## src/rtl/alu_cmd_driver.sv

```systemverilog
// alu_cmd_driver
//   Initiator side of a combinational ALU. Commands arrive over valid/ready,
//   operands and opcode are registered onto the ALU, and the result is sampled
//   one cycle later into an in-order response FIFO. Chained commands take
//   operand A from the last good result. Divide-by-zero is flagged per entry.
//
// Ports
//   clk, rst_n                    clock, async active-low reset
//   cmd_valid/cmd_ready           command handshake
//   cmd_a, cmd_b, cmd_sel         operands and opcode
//   cmd_chain                     1: operand A = last_result
//   alu_a, alu_b, alu_sel         registered drive to the ALU
//   alu_out, alu_cout             ALU result and carry of a+b
//   rsp_valid/rsp_ready           response handshake (FIFO head)
//   rsp_data, rsp_cout, rsp_err   head entry, zero when empty
//   busy                          1 while an op is executing
module alu_cmd_driver #(
  parameter int WIDTH = 16,
  parameter int OPW   = 4,
  parameter int DEPTH = 4
) (
  input  logic             clk,
  input  logic             rst_n,
  input  logic             cmd_valid,
  output logic             cmd_ready,
  input  logic [WIDTH-1:0] cmd_a,
  input  logic [WIDTH-1:0] cmd_b,
  input  logic [OPW-1:0]   cmd_sel,
  input  logic             cmd_chain,
  output logic [WIDTH-1:0] alu_a,
  output logic [WIDTH-1:0] alu_b,
  output logic [OPW-1:0]   alu_sel,
  input  logic [WIDTH-1:0] alu_out,
  input  logic             alu_cout,
  output logic             rsp_valid,
  input  logic             rsp_ready,
  output logic [WIDTH-1:0] rsp_data,
  output logic             rsp_cout,
  output logic             rsp_err,
  output logic             busy
);

  localparam int PW = (DEPTH > 1) ? $clog2(DEPTH) : 1;
  localparam int CW = $clog2(DEPTH + 1);
  localparam logic [CW-1:0]  DEPTH_C  = CW'(DEPTH);
  localparam logic [OPW-1:0] SEL_DIV  = OPW'(3);   // a / b
  localparam logic [OPW-1:0] SEL_RDIV = OPW'(11);  // b / a

  typedef struct packed {
    logic [WIDTH-1:0] data;
    logic             cout;
    logic             err;
  } rsp_t;

  typedef enum logic {IDLE = 1'b0, EXEC = 1'b1} state_t;

  state_t                 state;
  logic [WIDTH-1:0]       last_result;
  rsp_t [DEPTH-1:0]       mem;
  logic [PW-1:0]          wr_ptr, rd_ptr;
  logic [CW-1:0]          count;

  logic div_err, push, pop;
  rsp_t push_ent, head;

  // Divide-by-zero is judged on the registered operands actually at the ALU,
  // so a chained A of zero is caught for the reverse divide too.
  always_comb begin
    div_err  = ((alu_sel == SEL_DIV)  && (alu_b == '0)) ||
               ((alu_sel == SEL_RDIV) && (alu_a == '0));
    push_ent = '{data: (div_err ? '0 : alu_out), cout: alu_cout, err: div_err};
    head     = mem[rd_ptr];
  end

  assign push      = (state == EXEC);
  assign pop       = rsp_valid && rsp_ready;
  assign busy      = (state == EXEC);
  // A command is only taken with a free slot, so EXEC can always push.
  assign cmd_ready = (state == IDLE) && (count < DEPTH_C);
  assign rsp_valid = (count != '0);
  assign rsp_data  = rsp_valid ? head.data : '0;
  assign rsp_cout  = rsp_valid ? head.cout : 1'b0;
  assign rsp_err   = rsp_valid ? head.err  : 1'b0;

  // Control FSM and ALU drive registers
  always_ff @(posedge clk or negedge rst_n) begin
    if (!rst_n) begin
      state       <= IDLE;
      alu_a       <= '0;
      alu_b       <= '0;
      alu_sel     <= '0;
      last_result <= '0;
    end else begin
      case (state)
        IDLE: begin
          if (cmd_valid && cmd_ready) begin
            alu_a   <= cmd_chain ? last_result : cmd_a;
            alu_b   <= cmd_b;
            alu_sel <= cmd_sel;
            state   <= EXEC;
          end
        end
        EXEC: begin
          // Errored ops leave the chain source untouched.
          if (!div_err) last_result <= alu_out;
          state <= IDLE;
        end
      endcase
    end
  end

  // Response FIFO; pointers wrap naturally since DEPTH is a power of 2.
  always_ff @(posedge clk or negedge rst_n) begin
    if (!rst_n) begin
      wr_ptr <= '0;
      rd_ptr <= '0;
      count  <= '0;
      for (int i = 0; i < DEPTH; i++) mem[i] <= '0;
    end else begin
      if (push) begin
        mem[wr_ptr] <= push_ent;
        wr_ptr      <= wr_ptr + PW'(1);
      end
      if (pop) rd_ptr <= rd_ptr + PW'(1);
      case ({push, pop})
        2'b10:   count <= count + CW'(1);
        2'b01:   count <= count - CW'(1);
        default: count <= count;
      endcase
    end
  end

endmodule

```

## config.mk

```make
export PLATFORM = sky130hd
export DESIGN_NAME = alu_cmd_driver
export DESIGN_NICKNAME = d
export VERILOG_FILES = /design/src/rtl/alu_cmd_driver.sv
export SDC_FILE = /design/constraint.sdc
export NUM_CORES = 1
export LEC_CHECK = 0
export ABC_AREA = 1
export ABC_CLOCK_PERIOD_IN_PS = 4800
export CORE_UTILIZATION = 55
export DETAILED_ROUTE_END_ITERATION = 7
export GPL_TIMING_DRIVEN = 0
export PLACE_DENSITY = 0.83
export SLEW_MARGIN = 20
export SYNTH_ARGS = -nofsm -noshare
export SYNTH_HDL_FRONTEND = slang
export SYNTH_SLANG_ARGS = --single-unit
```

## constraint.sdc

```tcl
create_clock -name clk -period 4.8 [get_ports clk]
set_clock_uncertainty 0.1 [all_clocks]
set_input_delay 0.96 -clock clk [delete_from_list [all_inputs] [get_ports clk]]
set_output_delay 0.96 -clock clk [all_outputs]
set_load 0.05 [all_outputs]
```

# --- After elaboration in Yosys (flattened, before gate mapping) ---
# Cells that the tools add are included.
word_totals:
  regBits: 132
  inputBits: 58
  elab_cells: 60
classes:
  add_sub_neg: 4
  order_cmp: 4
  eq_ne: 4
  mux: 13
  bitwise: 2
  reduce_logical: 13
op_table:
  columns: ["cell", "count"]
  rows:
  - ["72-bit bitwise mux", 1]
  - ["16-bit two-way mux", 3]
  - ["18-bit binary-select mux with 2-bit select", 1]
  - ["18-bit demux with 2-bit select", 1]
  - ["18-bit two-way mux", 2]
  - ["16-bit zero test", 2]
  - ["1-bit logical AND", 6]
  - ["2-bit by 3-bit < comparator with 1-bit output, second input constant", 2]
  - ["3-bit one-hot mux with 2 select lines", 1]
  - ["2-bit by 1-bit adder with 2-bit output, second input constant", 2]
  - ["4-bit by 2-bit == test with 1-bit output, second input constant", 1]
  - ["4-bit == test, second input constant", 1]
  - ["2-bit AND reduction", 2]
  - ["3-bit by 1-bit adder with 3-bit output, second input constant", 1]
  - ["3-bit < comparator, second input constant", 1]
  - ["1-bit two-way mux", 3]
  - ["3-bit nonzero test", 1]
  - ["3-bit by 1-bit subtractor with 3-bit output, second input constant", 1]
  - ["2-bit by 1-bit == test with 1-bit output, second input constant", 1]
  - ["2-bit == test, second input constant", 1]
  - ["2-bit by 1-bit >= comparator with 1-bit output, second input constant", 1]
  - ["1-bit inverter", 2]
  - ["1-bit one-hot mux with 2 select lines", 1]
  - ["2-bit nonzero test", 1]
  - ["1-bit logical OR", 1]

# --- Depth between registers and ports, before layout ---
depth:
  ltp_word: 5
  depth_mapped: 10
  depth_no_buf: 8

# --- Worst setup path after synthesis ---
# No wires, ideal clock.
synth_path:
  kind: "flip-flop to output port"
  start: "reg rd_ptr[1]"
  end: "out rsp_data[4]"
  arrival_ps: 1673
  t_required_ps: 3740
  path_slack_ps: 2067
  stages_incl_launch_ff: 7
  path_buffers: 2
  path_cell_list: "dfrtp_1 > buf_2 > inv_2 > buf_2 > nor2_1 > o21ai_0 > a21oi_1"
synth_between:
  elab_chain_len: 3
synth_rtl:
  columns: ["element", "line_no", "source"]
  rows:
  - ["start: declaration", "60", "logic [PW-1:0] wr_ptr, rd_ptr;"]
  - ["start signal: assignment", "124", "if (pop) rd_ptr <= rd_ptr + PW'(1);"]
  - ["18-bit binary-select mux with 2-bit select", "72", "head = mem[rd_ptr];"]
  - ["18-bit two-way mux (not written as such)", "72", null]
  - ["16-bit two-way mux", "81", "assign rsp_data = rsp_valid ? head.data : '0;"]
  - ["end: declaration", "37", "output logic [WIDTH-1:0] rsp_data,"]
# No other way between the ends. The select of a mux whose other input is x is not followed.

# --- Worst setup path in the final report ---
layout_path:
  start: "reg rd_ptr[0]"
  end: "out rsp_data[1]"
# Same word-level chain as after synthesis.

==> results.py <==
metrics = {
    "outcome": {
        "status": "complete, no violations",
    },
    "global_routing": {
        "grt_pass1_wl_um": 30490,
        "grt_antenna_before_repair": 0,
        "grt_usage_pct": 34.37,
        "grt_max_degree": 86,
        "grt.overflow.total": 0,
        "grt_pass1_vias": 6325,
    },
    "setup_path": {
        "cp_cell_sequence": "inv_2, clkbuf_1, o21ai_0, a21oi_1, clkdlybuf4s50_1",
        "arrival_ns": 2.70,
        "end_kind": "output pin",
        "critPathLaunch": "rd_ptr[0]",
        "slowest_stage": "clkdlybuf4s50_1",
        "endpoint": "rsp_data[1]",
        "slowest_delay_ns": 0.84,
        "rr_startpoint": "busy",
        "start_kind": "flop",
        "ff2ff_setup_slack_ns": 2.62,
        "worstPathRequired_ns": 3.74,
        "rr_endpoint": "count[1]",
        "criticalPathCategory": "reg2out",
        "worst-path-max-fanout": 10,
        "reg2reg_depth": 7,
    },
    "route": {
        "vias_per_cell": 5.739,
        "drc": 0,
        "vias": 6192,
        "drtIter0Drc": 639,
        "dr.pass1.iters": 5,
        "wire_per_inst_um": 17.35,
        "finalWirelength_um": 18720,
        "ant_nets": 0,
    },
    "cts": {
        "path_clk_slew_ns": 0.05,
        "htree_levels": 4,
        "clock_latency_ns": 0.42,
        "clock_sinks": 132,
        "clockBufferDepth": 2,
        "post_cts_resized": 0,
        "postCtsHoldBufs": 0,
        "cts_inserted_buffers": 17,
        "root_buffer": "clkbuf_16",
        "cts_tree": "yes",
        "postCtsSetupBuffers": 0,
    },
    "floorplanning": {
        "num_rows": 38,
        "core-area_mm2": 0.01098,
        "design.die.area_mm2": 0.01189,
        "io_pins": 115,
        "start_util_pct": 57.39,
        "die_w_um": 109.1,
        "die_h_um": 109.1,
    },
    "min_path": {
        "hp-class": "in2async",
    },
    "placed_design": {
        "hpwl_um": 13130,
        "place.port_buffers": 114,
        "place.gp.congestion": 0.9016,
    },
    "sta": {
        "tightest_slew_ns": 0.5452,
        "slew_viol_final": 0,
        "rsz0062_at_grt": "no",
        "max_freq_mhz": 265.8,
        "tns_ns": 0,
        "maxSlewHeadroom_pct": 63.66,
        "setup_viol": 0,
        "min_period_over_period_pct": 78.38,
        "hold_viol_final": 0,
        "period_minus_slack_ns": 3.762,
    },
    "yosys": {
        "seq_area_frac_synth_pct": 52.40,
        "ys.warnings.count": 0,
        "syn_inst": 793,
        "synth_cell_types": 25,
        "synthTopCellsByArea": "dfrtp_1 52%, nand2_1 16%, nand4_1 7.9%, nor2_1 6.3%, o21ai_0 5.2%",
        "synthArstFlopShare_pct": 100.0,
        "syn-cell-area_mm2": 0.006304,
        "netlist_top_cells_count": "272 x nand2_1, 132 x dfrtp_1, 105 x nor2_1, 80 x nand4_1, 66 x o21ai_0",
        "syn_area_per_cell_um2": 7.949,
        "synth-edff-count": 0,
        "synth-main-ff-cell": "dfrtp_1",
        "synth_top_area_cell": "dfrtp_1",
        "yosysMostFrequentCell": "nand2_1",
        "syn_nets": 857,
        "ys_seq_elements": 132,
        "yosysTopAreaCellShare_pct": 52.40,
    },
    "power": {
        "p_per_area_mw_per_mm2": 827.6,
        "p_leak_nw": 3.981,
        "peakVddDrop_mv": 0.5117,
    },
    "cells_and_area": {
        "drive_gt1_share_pct": 8.200,
        "nNetsFinal": 991,
        "antenna_cells": 0,
        "syn2layout_area_growth_pct": 30.19,
        "fin_util_pct": 74.72,
    },
    "flow_run": {
        "maxCapViolCount": 0,
    },
}
## cell type report
cell class,count,area [um2]
sequential,132,3303
fill,832,2776
multi-input combinational,572,2596
timing repair buffer,115,1174
clock buffer,26,479.2
buffer,55,276.5
tap,140,175.2
inverter,34,127.6
clock inverter,5,75.07
## worst min path at each step
stage | from | to | depth (start not counted)
floorplan | last_result[0] | last_result[0] | 2
global placement | mem[61] | mem[61] | 2
detailed placement | mem[60] | mem[60] | 2
CTS | rst_n | alu_b[7] | 1
global route | rst_n | alu_b[1] | 1
finish | rst_n | alu_b[1] | 1
## metrics by stage
step / cells / hold slack [ns] / setup slack, ns / area, um2 / power, mW
global placement: 1047 / 0.3575 / -2.321 / 7620 / 5.385
floorplan: 793 / 0.3419 / 2.067 / 6304 / 4.326
finish: 1079 / 0.3396 / 1.038 / 8207 / 6.792
global route: 1079 / 0.3641 / 0.9394 / 8207 / 7.167
detailed placement: 1048 / 0.3607 / 1.537 / 7652 / 5.499
CTS: 1079 / 0.3528 / 1.085 / 8207 / 6.778
## flip-flops by register name, summed over array words and instances, names as in the netlist
name	cells
mem	72
alu_a	16
alu_b	16
last_result	16
alu_sel	4
count	3
rd_ptr	2
wr_ptr	2
busy	1
## layout by cell type (no fill, tap or decap), drive strengths merged
cell type,synthesis,layout
fa,1,1
nand3,2,2
buf,43,45
a21oi,19,19
o21ai,76,76
nand3b,1,1
clkdlybuf4s50,0,113
clkinv,4,7
inv,30,30
nor3,1,1
and2,1,1
ha,5,5
nor2,108,108
xnor2,2,2
nand4,80,80
bufinv,0,2
dfrtp,132,132
xor2,3,3
nand2,273,273
clkbuf,12,38
## power breakdown
group	total (mW)	internal [mW]	switching (mW)
clock network	1.25	0.786	0.461
logic	3.50	1.16	2.35
registers	2.04	1.67	0.369
total	6.79	3.62	3.18
## layer usage
layer	GRT usage (%)	vias to the layer above	part of all wire (%)	wire length (um)
met5	0	-	0	0
met4	16.99	0	3.6	678
met3	6.754	67	7.6	1415
met2	56.65	318	49	9149
met1	43.21	2959	40	7474
li1	-	2848	-	-
## worst max-delay path, delay by kind of cell (launching register included)
family	cells	cell delay, ns
buffers and inverters	3	1.42
flip-flops	1	0.42
AO/OA/AOI/OAI	2	0.43
## cell families (layout without fill, tap and decap cells)
kind of cell | Yosys count | after routing | share of synthesized area, %
AND/OR/NAND/NOR | 466 | 466 | 31.64
adder cells (fa/ha/maj) | 6 | 6 | 1.310
AO/OA/AOI/OAI | 95 | 95 | 7.543
buffers and inverters | 89 | 235 | 6.411
XOR/XNOR | 5 | 5 | 0.6948
flip-flops | 132 | 132 | 52.40
Note: power is estimated with default switching activity, not from simulation.
